## src/rtl/mem_ctrl_pkg.sv

```systemverilog
// Shared types and helpers for the multi-port memory arbiter/controller.
package mem_ctrl_pkg;

    // Arbitration policy: lowest index wins, or rotating priority.
    typedef enum logic {
        ARB_FIXED = 1'b0,
        ARB_RR    = 1'b1
    } arb_mode_e;

    // Byte-lane merge for a masked write: take the new byte where the strobe is set.
    function automatic logic [7:0] strb_merge(input logic [7:0] old_b,
                                              input logic [7:0] new_b,
                                              input logic       strb);
        return strb ? new_b : old_b;
    endfunction

endpackage

```

## src/rtl/mem_arb_ctrl_if.sv

```systemverilog
// Requester-side bus of the memory arbiter: all channels packed side by side.
//
// Handshake: an access transfers on the rising clock edge where req[p] and gnt[p]
// are both high. The requester keeps req/we/addr/wdata/wstrb for channel p stable
// until it sees gnt[p]; gnt is combinational from req and never high without req.
// Read data comes back later on the shared rdata bus, tagged by a one-cycle
// rdata_valid[p] pulse; there is no back-pressure on the return path.
interface mem_arb_ctrl_if #(
    parameter int N_PORTS = 4,
    parameter int AW      = 5,
    parameter int DATA_W  = 32
);
    localparam int NB = DATA_W / 8;

    logic [N_PORTS-1:0]        req;
    logic [N_PORTS-1:0]        we;
    logic [N_PORTS*AW-1:0]     addr;
    logic [N_PORTS*DATA_W-1:0] wdata;
    logic [N_PORTS*NB-1:0]     wstrb;
    logic [N_PORTS-1:0]        gnt;
    logic [DATA_W-1:0]         rdata;
    logic [N_PORTS-1:0]        rdata_valid;

    modport master (
        output req, we, addr, wdata, wstrb,
        input  gnt, rdata, rdata_valid
    );

    modport slave (
        input  req, we, addr, wdata, wstrb,
        output gnt, rdata, rdata_valid
    );

endinterface

```

## src/rtl/rr_arbiter.sv

```systemverilog
// N-way arbiter: fixed lowest-index priority or round-robin starting at ptr.
// The rotating pointer lives here; it moves past the winner on each accepted grant.
module rr_arbiter
    import mem_ctrl_pkg::*;
#(
    parameter int        N    = 4,
    parameter arb_mode_e MODE = ARB_RR,
    localparam int       IW   = (N > 1) ? $clog2(N) : 1
) (
    input  logic          clk,
    input  logic          rst_n,
    input  logic [N-1:0]  req_i,
    input  logic          upd_i,
    output logic [N-1:0]  gnt_o,
    output logic [IW-1:0] idx_o,
    output logic [IW-1:0] ptr_o
);

    logic [IW-1:0] ptr_q, ptr_d;
    logic [IW-1:0] start;
    logic          found;
    int            cand;

    // Pick the first requester at or after the search start, wrapping around.
    always_comb begin
        gnt_o = '0;
        idx_o = '0;
        found = 1'b0;
        cand  = 0;
        start = (MODE == ARB_RR) ? ptr_q : '0;
        for (int k = 0; k < N; k++) begin
            cand = int'(start) + k;
            if (cand >= N) cand = cand - N;
            if (!found && req_i[cand]) begin
                found        = 1'b1;
                gnt_o[cand]  = 1'b1;
                idx_o        = IW'(cand);
            end
        end
    end

    // Pointer moves to the slot after the winner; holds on idle cycles.
    always_comb begin
        ptr_d = ptr_q;
        if (upd_i && found) begin
            ptr_d = (int'(idx_o) == N - 1) ? '0 : idx_o + IW'(1);
        end
    end

    // Pointer register.
    always_ff @(posedge clk or negedge rst_n) begin
        if (!rst_n) ptr_q <= '0;
        else        ptr_q <= ptr_d;
    end

    assign ptr_o = ptr_q;

endmodule

```

## src/rtl/mem_arb_ctrl.sv

```systemverilog
// Multi-requester front end for a single-port word memory: one access per cycle,
// byte-strobed writes, pipelined reads tagged per channel.
module mem_arb_ctrl
    import mem_ctrl_pkg::*;
#(
    parameter int        N_PORTS   = 4,
    parameter int        MEM_DEPTH = 32,
    parameter int        DATA_W    = 32,
    parameter int        READ_LAT  = 1,
    parameter arb_mode_e ARB_MODE  = ARB_RR,
    localparam int       AW        = $clog2(MEM_DEPTH),
    localparam int       NB        = DATA_W / 8,
    localparam int       IW        = $clog2(N_PORTS)
) (
    input  logic          clk,
    input  logic          rst_n,
    mem_arb_ctrl_if.slave bus,
    output logic [IW-1:0] dbg_ptr_o
);

    logic [N_PORTS-1:0] gnt;
    logic [IW-1:0]      gnt_idx;
    logic               fire;

    logic               sel_we;
    logic [AW-1:0]      sel_addr;
    logic [DATA_W-1:0]  sel_wdata;
    logic [NB-1:0]      sel_wstrb;
    logic               in_range;
    logic [DATA_W-1:0]  cur_word;
    logic [DATA_W-1:0]  wr_word;
    logic               rd_fire;

    logic [DATA_W-1:0]  mem_q [MEM_DEPTH];

    logic [N_PORTS-1:0] v1_q, v1_d;
    logic [DATA_W-1:0]  d1_q, d1_d;

    rr_arbiter #(.N(N_PORTS), .MODE(ARB_MODE)) u_arb (
        .clk   (clk),
        .rst_n (rst_n),
        .req_i (bus.req),
        .upd_i (fire),
        .gnt_o (gnt),
        .idx_o (gnt_idx),
        .ptr_o (dbg_ptr_o)
    );

    assign bus.gnt = gnt;
    assign fire    = |gnt;

    // Route the winning channel's command; out-of-range addresses read as zero.
    always_comb begin
        sel_we    = bus.we[gnt_idx];
        sel_addr  = bus.addr[gnt_idx*AW +: AW];
        sel_wdata = bus.wdata[gnt_idx*DATA_W +: DATA_W];
        sel_wstrb = bus.wstrb[gnt_idx*NB +: NB];
        in_range  = int'(sel_addr) < MEM_DEPTH;
        cur_word  = in_range ? mem_q[sel_addr] : '0;
        rd_fire   = fire && !sel_we;
        wr_word   = cur_word;
        for (int b = 0; b < NB; b++) begin
            wr_word[b*8 +: 8] = strb_merge(cur_word[b*8 +: 8], sel_wdata[b*8 +: 8], sel_wstrb[b]);
        end
    end

    // Memory array: byte-masked write at the grant edge; out-of-range writes are dropped.
    always_ff @(posedge clk) begin
        if (fire && sel_we && in_range) mem_q[sel_addr] <= wr_word;
    end

    // First read stage next-state: capture the word and the owner on a read grant.
    always_comb begin
        v1_d = rd_fire ? gnt : '0;
        d1_d = rd_fire ? cur_word : d1_q;
    end

    // First read stage register.
    always_ff @(posedge clk or negedge rst_n) begin
        if (!rst_n) begin
            v1_q <= '0;
            d1_q <= '0;
        end else begin
            v1_q <= v1_d;
            d1_q <= d1_d;
        end
    end

    generate
        if (READ_LAT == 2) begin : g_lat2
            logic [N_PORTS-1:0] v2_q;
            logic [DATA_W-1:0]  d2_q;

            // Second read stage: delay valid and data one more cycle, hold data when idle.
            always_ff @(posedge clk or negedge rst_n) begin
                if (!rst_n) begin
                    v2_q <= '0;
                    d2_q <= '0;
                end else begin
                    v2_q <= v1_q;
                    if (|v1_q) d2_q <= d1_q;
                end
            end

            assign bus.rdata       = d2_q;
            assign bus.rdata_valid = v2_q;
        end else begin : g_lat1
            assign bus.rdata       = d1_q;
            assign bus.rdata_valid = v1_q;
        end
    endgenerate

    a_gnt_onehot: assert property (@(posedge clk) disable iff (!rst_n) $onehot0(gnt));
    a_valid_onehot: assert property (@(posedge clk) disable iff (!rst_n) $onehot0(bus.rdata_valid));
    a_gnt_has_req: assert property (@(posedge clk) disable iff (!rst_n) (gnt & ~bus.req) == '0);

    generate
        if (READ_LAT == 1) begin : g_lat1_chk
            a_valid_src: assert property (@(posedge clk) disable iff (!rst_n)
                (|bus.rdata_valid) |-> (bus.rdata_valid == $past(gnt & ~bus.we)));
        end
    endgenerate

endmodule
```

## src/flat_wrapper.sv

```systemverilog
// flat-port wrapper written by rule: the top's interface ports become plain ports
module mem_arb_ctrl_flat import mem_ctrl_pkg::*;
#(
    parameter int        N_PORTS   = 4,
    parameter int        MEM_DEPTH = 32,
    parameter int        DATA_W    = 32,
    parameter int        READ_LAT  = 1,
    parameter arb_mode_e ARB_MODE  = ARB_RR,
    localparam int       AW        = $clog2(MEM_DEPTH),
    localparam int       NB        = DATA_W / 8,
    localparam int       IW        = $clog2(N_PORTS)
)
  (clk, rst_n, dbg_ptr_o, bus_req, bus_we, bus_addr, bus_wdata, bus_wstrb, bus_gnt, bus_rdata, bus_rdata_valid);
  mem_arb_ctrl_if #(.N_PORTS(N_PORTS), .DATA_W(DATA_W)) bus_i ();
  input  logic clk;
  input  logic rst_n;
  output logic [IW-1:0] dbg_ptr_o;
  input wire logic [$bits(bus_i.req)-1:0] bus_req;
  input wire logic [$bits(bus_i.we)-1:0] bus_we;
  input wire logic [$bits(bus_i.addr)-1:0] bus_addr;
  input wire logic [$bits(bus_i.wdata)-1:0] bus_wdata;
  input wire logic [$bits(bus_i.wstrb)-1:0] bus_wstrb;
  output wire logic [$bits(bus_i.gnt)-1:0] bus_gnt;
  output wire logic [$bits(bus_i.rdata)-1:0] bus_rdata;
  output wire logic [$bits(bus_i.rdata_valid)-1:0] bus_rdata_valid;
  assign bus_i.req = bus_req;
  assign bus_i.we = bus_we;
  assign bus_i.addr = bus_addr;
  assign bus_i.wdata = bus_wdata;
  assign bus_i.wstrb = bus_wstrb;
  assign bus_gnt = bus_i.gnt;
  assign bus_rdata = bus_i.rdata;
  assign bus_rdata_valid = bus_i.rdata_valid;
  mem_arb_ctrl #(.N_PORTS(N_PORTS), .MEM_DEPTH(MEM_DEPTH), .DATA_W(DATA_W), .READ_LAT(READ_LAT), .ARB_MODE(ARB_MODE)) u_core (.clk(clk), .rst_n(rst_n), .bus(bus_i), .dbg_ptr_o(dbg_ptr_o));
endmodule
```

## config.mk

```make
export PLATFORM = sky130hd
export DESIGN_NAME = mem_arb_ctrl_flat
export DESIGN_NICKNAME = d
export VERILOG_FILES = /design/src/rtl/mem_ctrl_pkg.sv /design/src/rtl/mem_arb_ctrl_if.sv /design/src/rtl/rr_arbiter.sv /design/src/rtl/mem_arb_ctrl.sv /design/src/flat_wrapper.sv
export SDC_FILE = /design/constraint.sdc
export NUM_CORES = 1
export LEC_CHECK = 0
export CORE_ASPECT_RATIO = 0.6
export CORE_MARGIN = 8
export CORE_UTILIZATION = 34
export CTS_CLUSTER_DIAMETER = 60
export CTS_CLUSTER_SIZE = 16
export DETAILED_ROUTE_END_ITERATION = 7
export PLACE_DENSITY = 0.6
export SYNTH_ARGS = -nofsm -noshare
export SYNTH_HDL_FRONTEND = slang
export SYNTH_SLANG_ARGS = --single-unit
```

## constraint.sdc

```tcl
create_clock -name clk -period 4.4 [get_ports clk]
set_input_delay 0.88 -clock clk [delete_from_list [all_inputs] [get_ports clk]]
set_output_delay 0.88 -clock clk [all_outputs]
set_load 0.03 [all_outputs]
```

-- Yosys cells after proc, flatten, opt, wreduce, memory -nomap -nowiden
Memory sizes are Yosys's and may differ from the RTL's.
Cells that the tools add are included.
- mux-type cells: 46
- order comparisons: 13
- equal/unequal tests: 1
- bitwise gates (word level): 3
- shift operators: 3
- multiply operators: 1
- $add $sub $neg: 8
- divide/modulo/power cells: 0
- reduce and logical (&&, ||, !) cells: 15
- operators with widths (kind ; count):
    32-bit by 1-bit greater-or-equal comparator with 1-bit output (second input constant) ; 4
    32-bit by 4-bit less-than comparator with 1-bit output (second input constant) ; 4
    32-bit 2-to-1 mux ; 4
    128-bit by 8-bit variable part select with 32-bit output ; 1
    8-bit 2-to-1 mux ; 4
    4-bit 2-to-1 mux ; 5
    20-bit by 6-bit variable part select with 5-bit output ; 1
    1-bit 2-to-1 mux ; 19
    16-bit by 5-bit variable part select with 4-bit output ; 1
    4-bit OR ; 3
    3-bit by 3-bit subtractor with 4-bit output (second input constant) ; 3
    1-bit binary-select mux with 2-bit select ; 5
    1-bit logical AND ; 10
    2-bit 2-to-1 mux ; 5
    3-bit greater-or-equal comparator (second input constant) ; 3
    1-bit demux with 2-bit select ; 4
    2-bit by 2-bit adder with 3-bit output (second input constant) ; 2
    2-bit by 3-bit multiplier with 5-bit output (second input constant) ; 1
    1-bit logical NOT ; 4
    4-bit OR reduction ; 1
    2-bit by 3-bit subtractor with 4-bit output (second input constant) ; 1
    2-bit by 1-bit adder with 3-bit output (second input constant) ; 1
    2-bit by 3-bit greater-or-equal comparator with 1-bit output (second input constant) ; 1
    2-bit by 3-bit less-than comparator with 1-bit output (second input constant) ; 1
    other kinds (2) ; 2
- bits in read-only memories: 0
- logic and storage cells: 94
- input port bits: 174
- bits in latches: 0
- flip-flop bits (word level): 38
- memories: 1
- memory bits (writable): 1024
- memory list (name ; words ; width ; rd ports ; clocked after Yosys merged registers in ; write ports ; RTL line ; text):
    u_core.mem_q ; 32 ; 32 ; 1 ; 0 ; 1 ; mem_arb_ctrl.sv:34 ; logic [DATA_W-1:0] mem_q [MEM_DEPTH];

-- Logic depth before layout (Yosys ltp)
Gate-level depths: netlist of run 1.
- word-level depth: 20
- mapped depth: 16

-- Hierarchy
From an unflattened synthesis of run 1, not the netlist that was laid out.
- cell total of the unflattened synthesis: 2504
- area total of the unflattened synthesis: 43808.3 µm²
- by module, submodules not included (module ; times used ; cells each ; area an instance (µm²) ; seq. area each (µm²)):
    mem_arb_ctrl ; 1 ; 2437 ; 43210.2 ; 31650.4
    rr_arbiter ; 1 ; 67 ; 598.1 ; 50.0

-- Worst setup path after synthesis of run 1
No wires, ideal clock.
- path type: register to register
- from: register u_core.u_arb.ptr_q[1], in the netlist u_core.u_arb.ptr_o[1]
- to: memory u_core.mem_q[0][0], enable pin
- data arrival time: 4.527 ns
- required time: 3.979 ns
- setup slack: -0.548 ns
- path buffers: 2
- cell stages (with the launch flop): 13
- path through: dfrtp_1 buf_2 inv_1 ha_1 clkbuf_1 mux2_2 nand2b_1 a21oi_1 a221o_1 nor4_1 nor3_1 nand2_1 nor2_1
- RTL lines (item ; RTL line ; text):
    from (decl) ; rr_arbiter.sv:19 ; logic [IW-1:0] ptr_q, ptr_d;
    from (signal assigned) ; rr_arbiter.sv:53 ; else ptr_q <= ptr_d;
    parallel branches: the longest is 14 deep, another holds 32-bit by 1-bit greater-or-equal comparator with 1-bit output ; -- ;
    4-bit 2-to-1 mux (*) ; rr_arbiter.sv:34 ; if (!found && req_i[cand]) begin
    via bus_gnt[2] ; flat_wrapper.sv:23 ; output wire logic [$bits(bus_i.gnt)-1:0] bus_gnt;
    4-bit OR reduction (*) ; mem_arb_ctrl.sv:50 ; assign fire = |gnt;
    1-bit logical AND (*) ; mem_arb_ctrl.sv:69 ; if (fire && sel_we && in_range) mem_q[sel_addr] <= wr_word;
    1-bit 2-to-1 mux (*) ; mem_arb_ctrl.sv:69 ;
    1-bit 2-to-1 mux (not written as such) (*) ; mem_arb_ctrl.sv:69 ;
    to (decl) ; mem_arb_ctrl.sv:34 ;
Mark *: on every way through the listed nets, which the timed path passes. The select of a mux whose other input is x is not followed.

-- Worst setup path in the final report of run 1
- from: input port bus_req[1]
- to: memory u_core.mem_q[27][14], data pin
- word-level cells in the longest chain between the ends: 17
- RTL lines (item ; RTL line ; text):
    from (decl) ; flat_wrapper.sv:18 ; input wire logic [$bits(bus_i.req)-1:0] bus_req;
    1-bit binary-select mux with 2-bit select ; rr_arbiter.sv:34 ;
    1-bit 2-to-1 mux (not written as such) (2 in series) ; rr_arbiter.sv:34 ;
    1-bit 2-to-1 mux ; rr_arbiter.sv:34 ;
    1-bit logical NOT ; rr_arbiter.sv:34 ;
    1-bit logical AND ; rr_arbiter.sv:34 ;
    1-bit 2-to-1 mux ; rr_arbiter.sv:34 ;
    1-bit logical NOT ; rr_arbiter.sv:34 ;
    1-bit logical AND ; rr_arbiter.sv:34 ;
    1-bit 2-to-1 mux ; rr_arbiter.sv:34 ;
    1-bit logical NOT ; rr_arbiter.sv:34 ;
    1-bit logical AND ; rr_arbiter.sv:34 ;
    2-bit 2-to-1 mux (*) ; rr_arbiter.sv:34 ;
    2-bit by 3-bit multiplier with 5-bit output ; mem_arb_ctrl.sv:55 ; sel_addr = bus.addr[gnt_idx*AW +: AW];
    20-bit by 6-bit variable part select with 5-bit output ; mem_arb_ctrl.sv:55 ;
    memory read 32 x 32 bit ; -- ;
    8-bit 2-to-1 mux (*) ; mem_ctrl_pkg.sv:14 ; return strb ? new_b : old_b;
    via u_core.wr_word[14] ; mem_arb_ctrl.sv:31 ; logic [DATA_W-1:0] wr_word;
The timed path passes the listed nets; every way through them passes the cells marked *. The select of a mux whose other input is x is not followed.

==> summary.txt, run 1 <==
Run status
  • Status: finished, final reports clean

Cells and area
  • Area Growth Syn to Fin: 26.5%
  • Fin nets: 3330
  • Post-layout util: 0.432
  • Antenna cells: 0
  • Filler Cell Count: 11100
  • Design area: 54600 um^2
  • Ratio of cells with drive above 1 in the final layout: 0.206

Worst setup path
  • Setup CP Type: in -> reg
  • RR Startpoint: u_core.u_arb.ptr_o[1]
  • WP data arrival: 4640 ps
  • CP startpoint: bus_req[1]
  • RR Endpoint: u_core.mem_q[27][14]
  • Req. time, crit path: 4800 ps
  • Crit path max fanout: 32
  • Register-to-Register Setup Slack: 220 ps
  • Worst r2r path cells: 14
  • CP Capture Type: flop
  • CP endpoint: u_core.mem_q[27][14]
  • CP Launch Type: input port

Place
  • Port buffer count: 215
  • Area after DPL: 52200 um^2
  • RePlAce Congestion: 0.821
  • Setup WS pre-CTS: -576 ps
  • HPWL after DPL: 87000 um

Timing
  • Fin crit period: 4240 ps
  • Slack of the critical path: 163 ps
  • Final Hold Vio Count: 0
  • Fin Clk Skew: 25.0 ps
  • Slew Viols, Final: 0
  • Period utilization: 0.963
  • Hold slack: 298 ps
  • Max frequency: 236 MHz
  • Max-slew headroom: 0.418
  • Slew @ Worst Pin: 870 ps
  • Setup Viol. Count Final: 0

Floorplan
  • Core area: 126000 um^2
  • Die Y: 292 um
  • I/O pin count: 216
  • Initial Util: 0.342
  • Die ar.: 139000 um^2
  • # rows: 101
  • Die Wd: 476 um

Logic synthesis
  • Register area share after synthesis: 0.735
  • Syn nets: 2792
  • Post-synth cell types: 54
  • Main synth FF type: edfxtp_1
  • Post-synth EDFFs: 1024
  • Area fraction of the dominant cell type after synthesis: 0.713
  • Most common cell in the netlist: edfxtp_1
  • FFs w/ async S/R, synth: 0.0358
  • Yosys reg bits: 1062
  • Area contributors post-synth: edfxtp_1 71%, mux2i_1 12%, o22ai_1 3.8%
  • Mapped Area: 43200 um^2
  • Total number of yosys warnings: 0
  • Post-synth top area cell: edfxtp_1
  • Synth cell count leaders: 1024 x edfxtp_1, 522 x mux2i_1, 261 x o22ai_1
  • Syn Inst Count: 2610
  • Synth Area per Inst: 16.5 um^2

Drt
  • DRT Pass-1 Iters: 5
  • Via/cell ratio: 5.41
  • Avg WL per Cell: 28.5 um
  • Vias: 26500
  • Post-route ant nets: 0
  • Initial drt markers: 3020
  • Routed WL: 140000 um
  • Drt drc: 0

CTS
  • Clock Sinks: 1062
  • Num CTS Buffers: 78
  • Clock Latency Late Sink: 680 ps
  • Root Buffer: clkbuf_16
  • CTS max path bufs: 3
  • H-Tree Depth: 3
  • Clk pin slew, worst setup/hold paths: 80 ps
  • CTS tree: built

Global route
  • Tot GR Track Use: 0.195
  • Global-route wire length before repair: 195000 um
  • Largest net degree at the start of global routing: 42
  • GRT Residual Overflow: 0
  • Antenna violations before repair: 0
  • Vias in the first global route: 25000

Job
  • Max-cap violations: 0

Hold path
  • Hold crit path type: in -> async
==> worst max-delay path, cell delays in order <==
cell and delay [ps]:
clkdlybuf4s50_1 460, buf_4 200, mux2i_1 160, o22ai_2 150
o21ai_4 350, mux2i_1 200, o22ai_4 260, buf_12 260
buf_12 250, mux2i_1 450, o22ai_1 200, nor4_4 360
a31oi_2 160, buf_12 190
==> cell families after synthesis <==
kind of cell,share of synthesized area
AO/OA/AOI/OAI,0.0611
adder cells (fa/ha/maj),0.00232
buffers and inverters,0.0206
flip-flops,0.735
multiplexers,0.125
AND/OR/NAND/NOR,0.0561
==> registers in the layout (all words and copies together), names as in the netlist <==
| name | cells |
|---|---|
| u_core.u_arb.ptr_o | 2 |
| u_core.bus.rdata_valid | 4 |
| u_core.mem_q | 1024 |
| u_core.bus.rdata | 32 |
==> stage by stage <==
step,TNS [ps],std cells
floorplan,-141890,2610
global placement,-388930,4766
detailed placement,-481640,4766
CTS,0,4909
global route,-89.6,4910
finish,0,4910
==> metal layers <==
layer	routed length (um)	vias up	track usage
met5	0	-	0
met4	2710	0	0.0390
met3	10500	167	0.0331
met2	63200	1124	0.301
met1	63700	13700	0.291
li1	-	11500	-
==> layout by cell type, fill, tap and decap left out, drive strengths merged, types with 5 or more instances in the layout <==
master,instances
nand3,85
nand2b,7
clkbuf,134
buf,400
clkdlybuf4s50,211
dfrtp,38
mux2i,526
nor4,65
mux2,5
edfxtp,1024
o211ai,9
and2,9
o21ai,13
a31oi,64
inv,13
nor2,77
nand2,171
o22ai,262
a21oi,40
ha,8
==> worst min path at each step <==
stage,from,to,slack (ps),cells past startpoint
global placement,u_core.bus.rdata[4],u_core.bus.rdata[4],560,2
detailed placement,u_core.bus.rdata[27],u_core.bus.rdata[27],560,2
global route,rst_n,u_core.bus.rdata[4],310,1
CTS,rst_n,u_core.bus.rdata[4],280,1
finish,rst_n,u_core.bus.rdata[4],300,1
floorplan,rst_n,u_core.bus.rdata[0],580,0
==> what timing repair did <==
| action | CTS | global route |
|---|---|---|
| buffers inserted | 0 | 1 |
| endpoints found under the setup margin | 0 | 387 |
| resized for setup | 0 | 8 |
| hold buffers | 0 | 0 |
==> cell type report <==
type                            instances  area (um^2)  area share
Clock buffer                          134         2230      0.0408
Clock inverter                          9          113     0.00206
Inverter                                7         26.3    0.000481
Multi-Input combinational cell       1388        11200       0.205
Sequential cell                      1062        31700       0.581
Tap cell                             1699         2130      0.0389
Timing Repair Buffer                  611         7180       0.131
Power of run 1 is not shown: default switching activity piles up to over one toggle a cycle in this logic, so the estimate is an artifact.
==> inputs of run 2 (changes only) <==
--- a/config.mk
+++ b/config.mk
@@ -5,13 +5,13 @@
 export SDC_FILE = /design/constraint.sdc
 export NUM_CORES = 1
 export LEC_CHECK = 0
+export ABC_AREA = 1
 export CORE_ASPECT_RATIO = 0.6
 export CORE_MARGIN = 8
 export CORE_UTILIZATION = 34
 export CTS_CLUSTER_DIAMETER = 60
 export CTS_CLUSTER_SIZE = 16
 export DETAILED_ROUTE_END_ITERATION = 7
-export PLACE_DENSITY = 0.6
 export SYNTH_ARGS = -nofsm -noshare
 export SYNTH_HDL_FRONTEND = slang
 export SYNTH_SLANG_ARGS = --single-unit
==> run 2 against run 1 <==
Cell area rose by 4.1%. First-iteration DRC count rose by 31%. Sequential cell count unchanged. Critical path depth is 14 higher. Via count up 29%. Worst setup slack gained 240 ps. Largest cell class unchanged. Highest routed layer is now met5.
==> summary.txt, run 2 <==
Logic synthesis
  • Post-synthesis mux area share: 0 (was 0.125)
  • Compound-Gate Fraction of Synth Area: 0.0121 (was 0.0611)
  • FFs w/ async S/R, synth: 0.0358 (unchanged)
  • Largest family of logic cells by synthesized area: simple AND/OR/NAND/NOR gates (was multiplexers)
  • Xor and xnor fraction of the mapped netlist area: 0 (unchanged)
  • Most common cell in the netlist: nand2_1 (was edfxtp_1)
  • Mapped Area: 46700 um^2 (was 43200 um^2)
  • Post-synth top area cell: edfxtp_1 (unchanged)
  • Post-synth EDFFs: 1024 (unchanged)
  • Total number of yosys warnings: 0 (unchanged)
  • Post-Synth Simple-Gate Area: 0.271 (was 0.0561)
  • Register area share after synthesis: 0.678 (was 0.735)
  • Synth cell count leaders: 2816 x nand2_1, 1024 x edfxtp_1, 204 x nor2_1 (was 1024 x edfxtp_1, 522 x mux2i_1, 261 x o22ai_1)
  • Synth Area in Adders: 0.00214 (was 0.00232)
  • Area fraction of the dominant cell type after synthesis: 0.658 (was 0.713)
  • Post-synth cell types: 33 (was 54)
  • Main synth FF type: edfxtp_1 (unchanged)
  • Syn nets: 4868 (was 2792)
  • Synth Area per Inst: 9.97 um^2 (was 16.5 um^2)
  • Syn Inst Count: 4686 (was 2610)
  • Area contributors post-synth: edfxtp_1 66%, nand2_1 23%, dfrtp_1 2.0% (was edfxtp_1 71%, mux2i_1 12%, o22ai_1 3.8%)
  • Yosys reg bits: 1062 (unchanged)

Place
  • HPWL after DPL: 94800 um (was 87000 um)
  • Port buffer count: 215 (unchanged)
  • RePlAce Congestion: 0.882 (was 0.821)
  • Placed instance count: 6886 (was 4766)

Cells and area
  • Post-route insts no fill: 6989 (was 4910)
  • Fin nets: 5327 (was 3330)
  • Most frequent cells in the layout: 2815 x nand2_1, 1024 x edfxtp_1, 276 x buf_4, 210 x clkdlybuf4s50_1, 187 x nand3_1 (was 1024 x edfxtp_1, 521 x mux2i_1, 260 x o22ai_1, 234 x buf_4, 211 x clkdlybuf4s50_1)
  • Ratio of cells with drive above 1 in the final layout: 0.112 (was 0.206)
  • Most common cell after layout, fill and taps aside: nand2_1 (was edfxtp_1)
  • Largest Register: u_core.mem_q (unchanged)
  • Area Growth Syn to Fin: 21.6% (was 26.5%)
  • Antenna cells: 0 (unchanged)
  • Max FFs per register: 1024 (unchanged)

CTS
  • Hold Buf Count CTS: 0 (unchanged)
  • Root Buffer: clkbuf_16 (unchanged)
  • Clock Sinks: 1062 (unchanged)
  • CTS max path bufs: 3 (unchanged)
  • # resized after CTS: 0 (unchanged)
  • Clk pin slew, worst setup/hold paths: 80 ps (about the same)
  • Num CTS Buffers: 76 (was 78)
  • CTS tree: built (unchanged)
  • Clock Latency Late Sink: 690 ps (was 680 ps)
  • Post-CTS Setup Inserts: 0 (unchanged)
  • H-Tree Depth: 3 (unchanged)

Timing
  • Max frequency: 250 MHz (was 236 MHz)
  • Fin crit period: 3990 ps (was 4240 ps)
  • Final Hold Vio Count: 0 (unchanged)
  • Max-slew headroom: 0.324 (was 0.418)
  • Fin Clk Skew: 20.9 ps (was 25.0 ps)
  • Setup Viol. Count Final: 0 (unchanged)
  • RSZ-0062 raised after global routing: false
  • Slew @ Worst Pin: 1010 ps (was 870 ps)
  • Slew Viols, Final: 0 (unchanged)
  • Period utilization: 0.908 (was 0.963)

Worst setup path
  • Cell mode on critical path: nand2_1
  • WP data arrival: 4510 ps (was 4640 ps)
  • CP Launch Type: input port (unchanged)
  • Req. time, crit path: 4920 ps (was 4800 ps)
  • CP Capture Type: flop (unchanged)
  • Slowest stage cell, crit path: clkdlybuf4s50_1 (unchanged)
  • Crit path max fanout: 44 (was 32)
  • CP peak stage delay: 530 ps (was 460 ps)
  • Setup CP Type: in -> reg (unchanged)

Floorplan
  • Initial Util: 0.342 (about the same)
  • Die Y: 303 um (was 292 um)
  • Core area: 137000 um^2 (was 126000 um^2)
  • I/O pin count: 216 (unchanged)
  • # rows: 105 (was 101)
  • Die Wd: 495 um (was 476 um)
  • Die ar.: 150000 um^2 (was 139000 um^2)

Global route
  • Largest net degree at the start of global routing: 70 (was 42)
  • Antenna violations before repair: 4 (was 0)
  • Global-route wire length before repair: 213000 um (was 195000 um)
  • Vias in the first global route: 31800 (was 25000)
  • Tot GR Track Use: 0.187 (was 0.195)
  • GRT Residual Overflow: 0 (unchanged)

Drt
  • Avg WL per Cell: 20.7 um (was 28.5 um)
  • DRT Pass-1 Iters: 7 (was 5)
  • Via/cell ratio: 4.91 (was 5.41)
  • Initial drt markers: 3967 (was 3020)
  • Vias: 34300 (was 26500)
  • Post-route ant nets: 0 (unchanged)
  • Drt drc: 0 (unchanged)
  • Routed WL: 145000 um (was 140000 um)

Job
  • Max-cap violations: 0 (unchanged)

Run status
  • Status: finished, final reports clean (unchanged)

Hold path
  • Hold crit path type: in -> async (unchanged)
[run 2: cell count changes in the layout (fill, tap and decap cells not counted), sizes merged, moves of 13 or more]
| cell | change |
|---|---|
| a21oi | -39 |
| buf | +13 |
| nand3 | +112 |
| nand2 | +2664 |
| inv | +36 |
| o22ai | -262 |
| mux2i | -526 |
| nor4 | -65 |
| o32ai | +32 |
| o21ai | +30 |
| clkbuf | -38 |
| nor2 | +136 |
| a31oi | -63 |
[run 2: path summary, 6_finish.rpt]
check	to	slack, ps	start	cells after the start
worst max-delay path	u_core.mem_q[12][15]	410	bus_req[3]	28
worst min-delay path	u_core.bus.rdata[28]	350	rst_n	1
worst max register to register	u_core.mem_q[12][15]	410	u_core.u_arb.ptr_o[0]	28
worst min register to register	u_core.bus.rdata[1]	490	u_core.bus.rdata[1]	2
max in group asynchronous	u_core.bus.rdata[0]	3400	rst_n	1
min in group clk	u_core.bus.rdata[1]	490	u_core.bus.rdata[1]	2
[run 2: routing by layer]
metal | global-route usage | part of all wire
met5 | 0 | 0.00025
met4 | 0.0336 | 0.014
met3 | 0.0287 | 0.081
met2 | 0.270 | 0.42
met1 | 0.299 | 0.48
[run 2: kinds of logic after synthesis]
logic type,count (synthesis)
adder cells (fa/ha/maj),8
AO/OA/AOI/OAI,83
buffers and inverters,286
AND/OR/NAND/NOR,3247
flip-flops,1062
[run 2: layout make-up]
class	instances	area [um^2]
fill	12900	79700
sequential	1062	31700
multi-input combinational	3338	13600
timing repair buffer	623	6900
tap	1819	2280
clock buffer	96	2000
inverter	44	183
clock inverter	7	115
[run 2: critical path: cells and delay by family]
kind,cells,cell delay [ps]
buffers and inverters,8,1760
AND/OR/NAND/NOR,20,1850
[run 2: metrics by stage]
stage	instance area [um^2]	hold WS (ps)	util	TNS (ps)	worst slack [ps]
after floorplan	46800	584	-	-301360	-294
after global placement	54700	464	0.401	-125650	-315
after detailed placement	54700	465	0.401	-127330	-315
after CTS	56800	356	0.416	0	384
after global routing	56800	419	0.416	0	90.4
final	56800	349	0.416	0	405
Power of run 2 is left out for the same reason.
